File: src/rtl/shift_pkg.sv
// Shared types and constants for the two-requester shifter arbiter.
package shift_pkg;

  localparam int SHIFT_N = 32;

  typedef enum logic [1:0] {
    OP_SLL = 2'b00,
    OP_SRL = 2'b01,
    OP_SRA = 2'b10,
    OP_RSV = 2'b11
  } shift_op_t;

endpackage

File: src/rtl/shift_unit.sv
// Combinational barrel shifter with SLL/SRL/SRA; op 11 yields zero with err set.
// Zero latency, no flow control.
module shift_unit
  import shift_pkg::*;
#(
  parameter int N = SHIFT_N
) (
  input  logic [N-1:0]         operand,
  input  logic [$clog2(N)-1:0] shamt,
  input  logic [1:0]           op,
  output logic [N-1:0]         result,
  output logic                 err
);

  always_comb begin
    result = '0;
    err    = 1'b0;
    case (shift_op_t'(op))
      OP_SLL:  result = operand << shamt;
      OP_SRL:  result = operand >> shamt;
      OP_SRA:  result = N'($signed(operand) >>> shamt);
      default: err    = 1'b1;
    endcase
  end

endmodule

File: src/rtl/shift_arbiter.sv
// Round-robin arbiter for two requesters into one shift unit and output register; 1-cycle latency.
// Readies drop while the held result is stalled; SHIFT_ARBITER_STATS_EN adds per-requester grant counters.
module shift_arbiter
  import shift_pkg::*;
#(
  parameter int N = SHIFT_N
) (
  input  logic                 clk,
  input  logic                 rst_n,
  input  logic                 a_valid,
  output logic                 a_ready,
  input  logic [N-1:0]         a_data,
  input  logic [$clog2(N)-1:0] a_shamt,
  input  logic [1:0]           a_op,
  input  logic                 b_valid,
  output logic                 b_ready,
  input  logic [N-1:0]         b_data,
  input  logic [$clog2(N)-1:0] b_shamt,
  input  logic [1:0]           b_op,
  output logic                 out_valid,
  input  logic                 out_ready,
  output logic [N-1:0]         out_data,
  output logic                 out_id,
  output logic                 out_err
`ifdef SHIFT_ARBITER_STATS_EN
  ,
  output logic [15:0]          grant_cnt_a,
  output logic [15:0]          grant_cnt_b
`endif
);

  logic                 accept;
  logic                 grant_a;
  logic                 grant_b;
  logic                 a_fire;
  logic                 b_fire;
  // prio_b=1 means B wins the next contested cycle (A was granted last)
  logic                 prio_b;
  logic [N-1:0]         sel_data;
  logic [$clog2(N)-1:0] sel_shamt;
  logic [1:0]           sel_op;
  logic [N-1:0]         unit_res;
  logic                 unit_err;

  assign accept  = !out_valid || out_ready;
  assign grant_a = a_valid && (!b_valid || !prio_b);
  assign grant_b = b_valid && (!a_valid || prio_b);
  assign a_ready = accept && grant_a;
  assign b_ready = accept && grant_b;
  assign a_fire  = a_valid && a_ready;
  assign b_fire  = b_valid && b_ready;

  assign sel_data  = grant_b ? b_data  : a_data;
  assign sel_shamt = grant_b ? b_shamt : a_shamt;
  assign sel_op    = grant_b ? b_op    : a_op;

  shift_unit #(.N(N)) u_shift (
    .operand (sel_data),
    .shamt   (sel_shamt),
    .op      (sel_op),
    .result  (unit_res),
    .err     (unit_err)
  );

  always_ff @(posedge clk or negedge rst_n) begin
    if (!rst_n) begin
      out_valid <= 1'b0;
      out_data  <= '0;
      out_id    <= 1'b0;
      out_err   <= 1'b0;
      prio_b    <= 1'b0;
    end else if (a_fire || b_fire) begin
      out_valid <= 1'b1;
      out_data  <= unit_res;
      out_id    <= b_fire;
      out_err   <= unit_err;
      prio_b    <= a_fire;
    end else if (out_ready) begin
      out_valid <= 1'b0;
    end
  end

`ifdef SHIFT_ARBITER_STATS_EN
  always_ff @(posedge clk or negedge rst_n) begin
    if (!rst_n) begin
      grant_cnt_a <= '0;
      grant_cnt_b <= '0;
    end else begin
      if (a_fire) grant_cnt_a <= grant_cnt_a + 16'd1;
      if (b_fire) grant_cnt_b <= grant_cnt_b + 16'd1;
    end
  end
`endif

endmodule

File: config.mk
export PLATFORM = sky130hd
export DESIGN_NAME = shift_arbiter
export DESIGN_NICKNAME = d
export VERILOG_FILES = /design/src/rtl/shift_pkg.sv /design/src/rtl/shift_unit.sv /design/src/rtl/shift_arbiter.sv
export SDC_FILE = /design/constraint.sdc
export NUM_CORES = 1
export LEC_CHECK = 0
export CORE_ASPECT_RATIO = 1.2
export CORE_MARGIN = 3
export CORE_UTILIZATION = 42
export DETAILED_ROUTE_END_ITERATION = 16
export DONT_BUFFER_PORTS = 1
export PLACE_DENSITY = 0.62
export SYNTH_ARGS = -nofsm -noshare
export SYNTH_HDL_FRONTEND = slang
export SYNTH_SLANG_ARGS = --single-unit
export TNS_END_PERCENT = 5
File: constraint.sdc
create_clock -name clk -period 6.6 [get_ports clk]
set_clock_uncertainty 0.15 [all_clocks]
set_input_delay 1.98 -clock clk [delete_from_list [all_inputs] [get_ports clk]]
set_output_delay 1.98 -clock clk [all_outputs]
set_load 0.03 [all_outputs]
### Word level (Yosys, flattened, before mapping)

Cells that the tools add are included.

| storage, ports and cells | value |
|---|---|
| input port bits | 83 |
| output and inout bits | 37 |
| word-level logic and storage cells | 34 |
| register bits after elaboration | 36 |

| operators by class | value |
|---|---|
| reduce and logical (&&, ||, !) cells | 17 |
| muxes and demuxes | 7 |
| eq/ne operators | 2 |
| shifts and indexed selects | 3 |

Operators with widths:

| cell | number |
|---|---|
| $pmux 32 s3 | 1 |
| $mux 32 | 1 |
| $shl 32x5->32 | 1 |
| $shr 32x5->32 | 1 |
| $sshr 32x5->32 | 1 |
| $logic_and 1x1->1 | 6 |
| $mux 5 | 1 |
| $logic_not 1->1 | 4 |
| $logic_or 1x1->1 | 4 |
| $mux 1 | 3 |
| $reduce_or 3->1 | 1 |
| $eq 2x1->1 const B | 1 |
| $eq 2x2->1 const B | 1 |
| $logic_not 2->1 | 1 |
| $mux 2 | 1 |
| $reduce_bool 2->1 | 1 |

### Depth between registers and ports, before layout

| logic depth | value |
|---|---|
| word-level depth | 7 |
| depth in mapped cells | 12 |

### Modules after synthesis

Synthesis repeated with hierarchy kept, for this count alone.

| unflattened totals | value |
|---|---|
| cells, all modules | 675 |
| area, all modules | 6,199.7 sq um |

Modules (own cells, without submodules):

| module | cells an instance | seq. area each (sq um) | times used | area each (sq um) |
|---|---|---|---|---|
| shift_unit | 547 | 0.0 | 1 | 4,021.4 |
| shift_arbiter | 128 | 900.9 | 1 | 2,178.3 |

### Worst setup path after synthesis

No wires, ideal clock.

| path | value |
|---|---|
| kind | input to output |
| start point | in a_valid |
| end point | out b_ready |
| cell stages on the path | 7 |
| data required time | 4.470 ns |
| slack | 1.203 ns |
| arrival time | 3.267 ns |
| cells stage by stage | nor2b_1 buf_6 nor2_4 clkbuf_1 buf_1 nand2_1 inv_1 |

| between the ends | value |
|---|---|
| cells in the longest elaborated chain, start to end | 4 |

RTL lines:

| item | line | RTL |
|---|---|---|
| start: declaration | shift_arbiter.sv:10 | `input logic a_valid,` |
| $logic_not 1->1 | shift_arbiter.sv:47 | `assign grant_b = b_valid && (!a_valid \|\| prio_b);` |
| $logic_or 1x1->1 | shift_arbiter.sv:47 |  |
| $logic_and 1x1->1 | shift_arbiter.sv:47 |  |
| $logic_and 1x1->1 | shift_arbiter.sv:49 | `assign b_ready = accept && grant_b;` |
| end: declaration | shift_arbiter.sv:16 | `output logic b_ready,` |

Every way passes these cells.

### Worst setup path after layout

| path | value |
|---|---|
| start point | in a_valid |
| end point | reg out_data[27] |

| between the ends | value |
|---|---|
| cells in the longest elaborated chain, start to end | 6 |

RTL lines:

| item | line | RTL |
|---|---|---|
| $logic_not 1->1 | shift_arbiter.sv:47 |  |
| $logic_or 1x1->1 | shift_arbiter.sv:47 |  |
| $logic_and 1x1->1 | shift_arbiter.sv:47 |  |
| $mux 32, or another cell as far along | shift_arbiter.sv:53 | `assign sel_data = grant_b ? b_data : a_data;` |
| $sshr 32x5->32, or another cell as far along | shift_unit.sv:21 | `OP_SRA: result = N'($signed(operand) >>> shamt);` |
| $pmux 32 s3 or $logic_or 1x1->1 (tied branches) | shift_unit.sv:18, shift_arbiter.sv:72 |  |
| end signal: assignment | shift_arbiter.sv:74 | `out_data <= unit_res;` |
| end: declaration | shift_arbiter.sv:22 | `output logic [N-1:0] out_data,` |

Several ways; a longest one is shown, not always the timed one.
A chain may end at the register's enable or synchronous reset.

==> out/results.txt <==
The flow ran to the end, and the final reports show no timing, DRC or antenna violations. The signal arrival time at the worst endpoint was 5.34 ns. The final clock period utilization by the worst path works out to 0.7995.

The first global-routing pass estimated 52.72 mm of wire. Ranked by total cell area, the synthesized netlist is headed by sky130_fd_sc_hd__mux2i_1 15%, sky130_fd_sc_hd__dfrtp_1 12%, sky130_fd_sc_hd__mux2_2 6.5%, sky130_fd_sc_hd__a21oi_1 5.4%, sky130_fd_sc_hd__mux4_2 5.3%. The count of synthesis-stage warnings from yosys came out at 0. The tool flagged a number of max-cap violations equal to 0.

Total routing usage reported by global routing: 0.3370. The number of global-route vias before repair was 8,258; the post-detailed-route count of antenna-violating nets was 0. The tightest hold path in the finished design has a slack of 0.4415 ns. The final sum of negative setup slack is 0 ns. The routed wire length is 34.62 mm. The tools report the post-cts repair resize count as 0. Clock edge transition at the registers on the reported setup and hold paths: 0.06 ns. At the pin with the least slew margin, the transition time is 1.224 ns. STA classifies the critical path endpoint as a register. The worst setup path is launched from an input port.

The peak clock frequency supported by timing is 189.5 MHz, and the fraction of power spent switching nets is 0.5160. The count of hold buffers inserted by post-cts repair was 0. The total global routing overflow was 0; the via density per instance was 7.474. During placement, the flow inserted port buffers numbering 0. The area inside the core boundary is 17,710 µm², and the number of flops mapped to enable cells by yosys is 0. Of all cell types, the one taking the most synthesized area is sky130_fd_sc_hd__mux2i_1. The net count of the finished layout is 1,036.

Data required time at the worst endpoint: 6.66 ns. The most used flip-flop cell after synthesis is sky130_fd_sc_hd__dfrtp_1. The fraction of synthesized cell area taken by the top area cell type is 0.1466.

In the routed design, unresolved DRC markers number 0. In this run, distinct cell masters in the synthesized netlist total 80. For the number of antenna repair diodes, the log shows 0. The layout cell share with drive strength beyond 1 was 0.1321; the row count was 53. The path class of the tightest hold or removal check is register to register. Dividing the synthesized area by the synthesized cell count gives 7.513 µm². The final hold violation count was 0; the routability congestion estimate was 1.087.

The number of clock buffers added by TritonCTS is 5. The run gives 0.1178 as the proportion of synthesized chip area in sequential cells. Post-CTS timing repair inserted 0 buffers for setup. The width of the die is 129.2 µm, and the async set-or-reset flop fraction in the synthesized netlist is 1.000. For the cell area after synthesis, the log shows 7649 µm².

For the sequential share of power, the log shows 0.251. The library cells used most frequently in the layout, excluding fill and tap cells, are 111 x sky130_fd_sc_hd__mux2i_1, 104 x sky130_fd_sc_hd__nand2_1, 83 x sky130_fd_sc_hd__a21oi_1. The logs give 0.4417 for the core occupancy in the finished layout and 6 for the number of search-and-repair iterations in the first detailed-routing pass. The cell count after synthesis is 1,018, and the initial antenna violation count is 0. TritonCTS built the clock tree. CTS saw 36 sinks. The net count after synthesis was 1,101.

The internal power is 802.6 µW. In this run the deepest clock path goes through 2 buffers. The die covers 19,870 µm². During I/O placement, the number of pins put on the boundary was 120. In this run the worst path has a maximum fanout of 70. The total placed cells including tap cells was 1,166; the average wire length per cell after detail routing was 29.48 µm. The iteration-0 DRC count of the detailed router is 1,319, and the total number of vias is 8,775. The run gives 0.571 as the proportion of power drawn by combinational gates.

The source-to-sink clock delay at the later pin of the worst-skew pair came out at 0.29 ns. The clock tree synthesis step divided the H-tree into 2 levels. The HPWL after detailed placement is 26.37 mm.

The clock power share is 0.178, and the leakage component of the power is 0.003025 µW. Total of fill cells in the finished design: 1,823. For this design the total switching power over the nets is 855.8 µW.

Setup violations remaining at the end of the flow were counted as 0. For the maximum vdd drop, the log shows 0.1380 mV. The finished layout holds 1,174 standard cells, fillers aside. The count of final max-slew check failures was 0. The minimum period implied by the final worst setup slack came out at 5.277 ns. The largest net degree at the start of global routing was 71.

The root buffer selected by CTS was sky130_fd_sc_hd__clkbuf_16. The flip-flop and latch count after synthesis works out to 36. The library cell used most frequently in the layout, excluding fill and tap cells, is sky130_fd_sc_hd__mux2i_1. For this design the ratio of total power to cell area is 212.1 nW/µm². Setup repair after global routing left no endpoint under its margin. The run gives 0.1778 as the worst slew margin relative to its limit. The critical path is of the input port to register type. The starting density of the core is 0.4320, and the vertical extent of the die is 153.8 µm. The area overhead of the layout relative to synthesis came out at 2.241%.
-- cell families after synthesis --
family | after synthesis | share of synthesized area
compound gates | 399 | 0.3547
buf+inv | 108 | 0.07263
mux | 178 | 0.2711
flops | 36 | 0.1178
simple gates | 297 | 0.1839
-- path summary, 6_finish.rpt --
| kind | startpoint | endpoint | slack, ns | cells past startpoint |
|---|---|---|---|---|
| worst max-delay path | a_valid | out_data[27]$_DFFE_PN0P_ | 1.32 | 10 |
| worst min-delay path | prio_b$_DFFE_PN0P_ | prio_b$_DFFE_PN0P_ | 0.44 | 1 |
| worst max register to register | prio_b$_DFFE_PN0P_ | out_data[27]$_DFFE_PN0P_ | 2.57 | 10 |
| worst min register to register | prio_b$_DFFE_PN0P_ | prio_b$_DFFE_PN0P_ | 0.44 | 1 |
| max in group asynchronous | rst_n | out_data[7]$_DFFE_PN0P_ | 4.97 | 0 |
| min in group asynchronous | rst_n | prio_b$_DFFE_PN0P_ | 1.24 | 0 |
-- flip-flops by register name (all words and copies together), names as in the netlist --
name and flops:
out_id 1, out_data 32, out_err 1, prio_b 1
out_valid 1
-- power groups by stage --
stage	Combinational [µW]	Clock [µW]	Sequential, µW
global route	999	306	426
CTS	909	297	419
floorplan	679	0	401
detailed placement	905	0	423
finish	947	295	417
global placement	915	0	421
-- Yosys cell counts, types with 6 or more instances --
| library cell | count |
|---|---|
| sky130_fd_sc_hd__a211oi_1 | 34 |
| sky130_fd_sc_hd__a21o_1 | 10 |
| sky130_fd_sc_hd__a21oi_1 | 83 |
| sky130_fd_sc_hd__a221o_1 | 10 |
| sky130_fd_sc_hd__a221oi_1 | 11 |
| sky130_fd_sc_hd__a22oi_1 | 12 |
| sky130_fd_sc_hd__a31oi_1 | 20 |
| sky130_fd_sc_hd__a32oi_1 | 7 |
| sky130_fd_sc_hd__and2_1 | 6 |
| sky130_fd_sc_hd__and3_1 | 10 |
| sky130_fd_sc_hd__buf_1 | 7 |
| sky130_fd_sc_hd__buf_2 | 48 |
| sky130_fd_sc_hd__buf_4 | 18 |
| sky130_fd_sc_hd__clkbuf_1 | 23 |
| sky130_fd_sc_hd__dfrtp_1 | 36 |
| sky130_fd_sc_hd__inv_1 | 6 |
| sky130_fd_sc_hd__mux2_2 | 44 |
| sky130_fd_sc_hd__mux2i_1 | 112 |
| sky130_fd_sc_hd__mux4_2 | 18 |
| sky130_fd_sc_hd__nand2_1 | 104 |
| sky130_fd_sc_hd__nand2b_1 | 11 |
| sky130_fd_sc_hd__nand3_1 | 43 |
| sky130_fd_sc_hd__nand4_1 | 7 |
| sky130_fd_sc_hd__nor2_1 | 60 |
| sky130_fd_sc_hd__nor2b_1 | 10 |
| sky130_fd_sc_hd__nor3_1 | 19 |
| sky130_fd_sc_hd__o2111ai_1 | 6 |
| sky130_fd_sc_hd__o211ai_1 | 27 |
| sky130_fd_sc_hd__o21ai_0 | 69 |
| sky130_fd_sc_hd__o21ai_1 | 28 |
| sky130_fd_sc_hd__o221ai_1 | 8 |
| sky130_fd_sc_hd__o22ai_1 | 6 |
| sky130_fd_sc_hd__o31ai_1 | 10 |
| sky130_fd_sc_hd__or3_1 | 7 |
-- critical path, cell delays in order --
cell and delay (ns):
sky130_fd_sc_hd__nor2b_2 0.54, sky130_fd_sc_hd__nor2_4 0.05, sky130_fd_sc_hd__buf_4 0.37, sky130_fd_sc_hd__nand3_1 0.22, sky130_fd_sc_hd__o211ai_1 0.10, sky130_fd_sc_hd__buf_4 0.25
sky130_fd_sc_hd__nor2_1 0.67, sky130_fd_sc_hd__nand2_1 0.40, sky130_fd_sc_hd__a2111oi_0 0.51, sky130_fd_sc_hd__a2111o_1 0.22
-- per-layer routing --
metal | track usage | up-vias | wire length, µm
met5 | 0 | - | 0
met4 | 0.1446 | 0 | 1757
met3 | 0.06011 | 106 | 3515
met2 | 0.5151 | 632 | 15340
met1 | 0.4635 | 4175 | 14000
li1 | - | 3862 | -
-- layout make-up --
| class | count | area [µm²] | share of cell area |
|---|---|---|---|
| inverters | 9 | 33.78 | 0.004320 |
| well taps | 220 | 275.3 | 0.03520 |
| repair buffers | 27 | 215.2 | 0.02752 |
| multi-input cells | 874 | 6212 | 0.7944 |
| clock buffers | 7 | 152.6 | 0.01952 |
| flip-flops and latches | 36 | 900.9 | 0.1152 |
| clock inverters | 1 | 30.03 | 0.003840 |
-- metrics by stage --
step                      worst slack, ns  area [µm²]  power [µW]
after floorplan                     1.203        7649        1080
after global placement              1.086        7637        1336
after detailed placement            1.206        7637        1328
after CTS                           1.486        7820        1626
after global routing                1.270        7820        1731
final                               1.323        7820        1658
No activity file was read; power rests on OpenSTA's default activity.
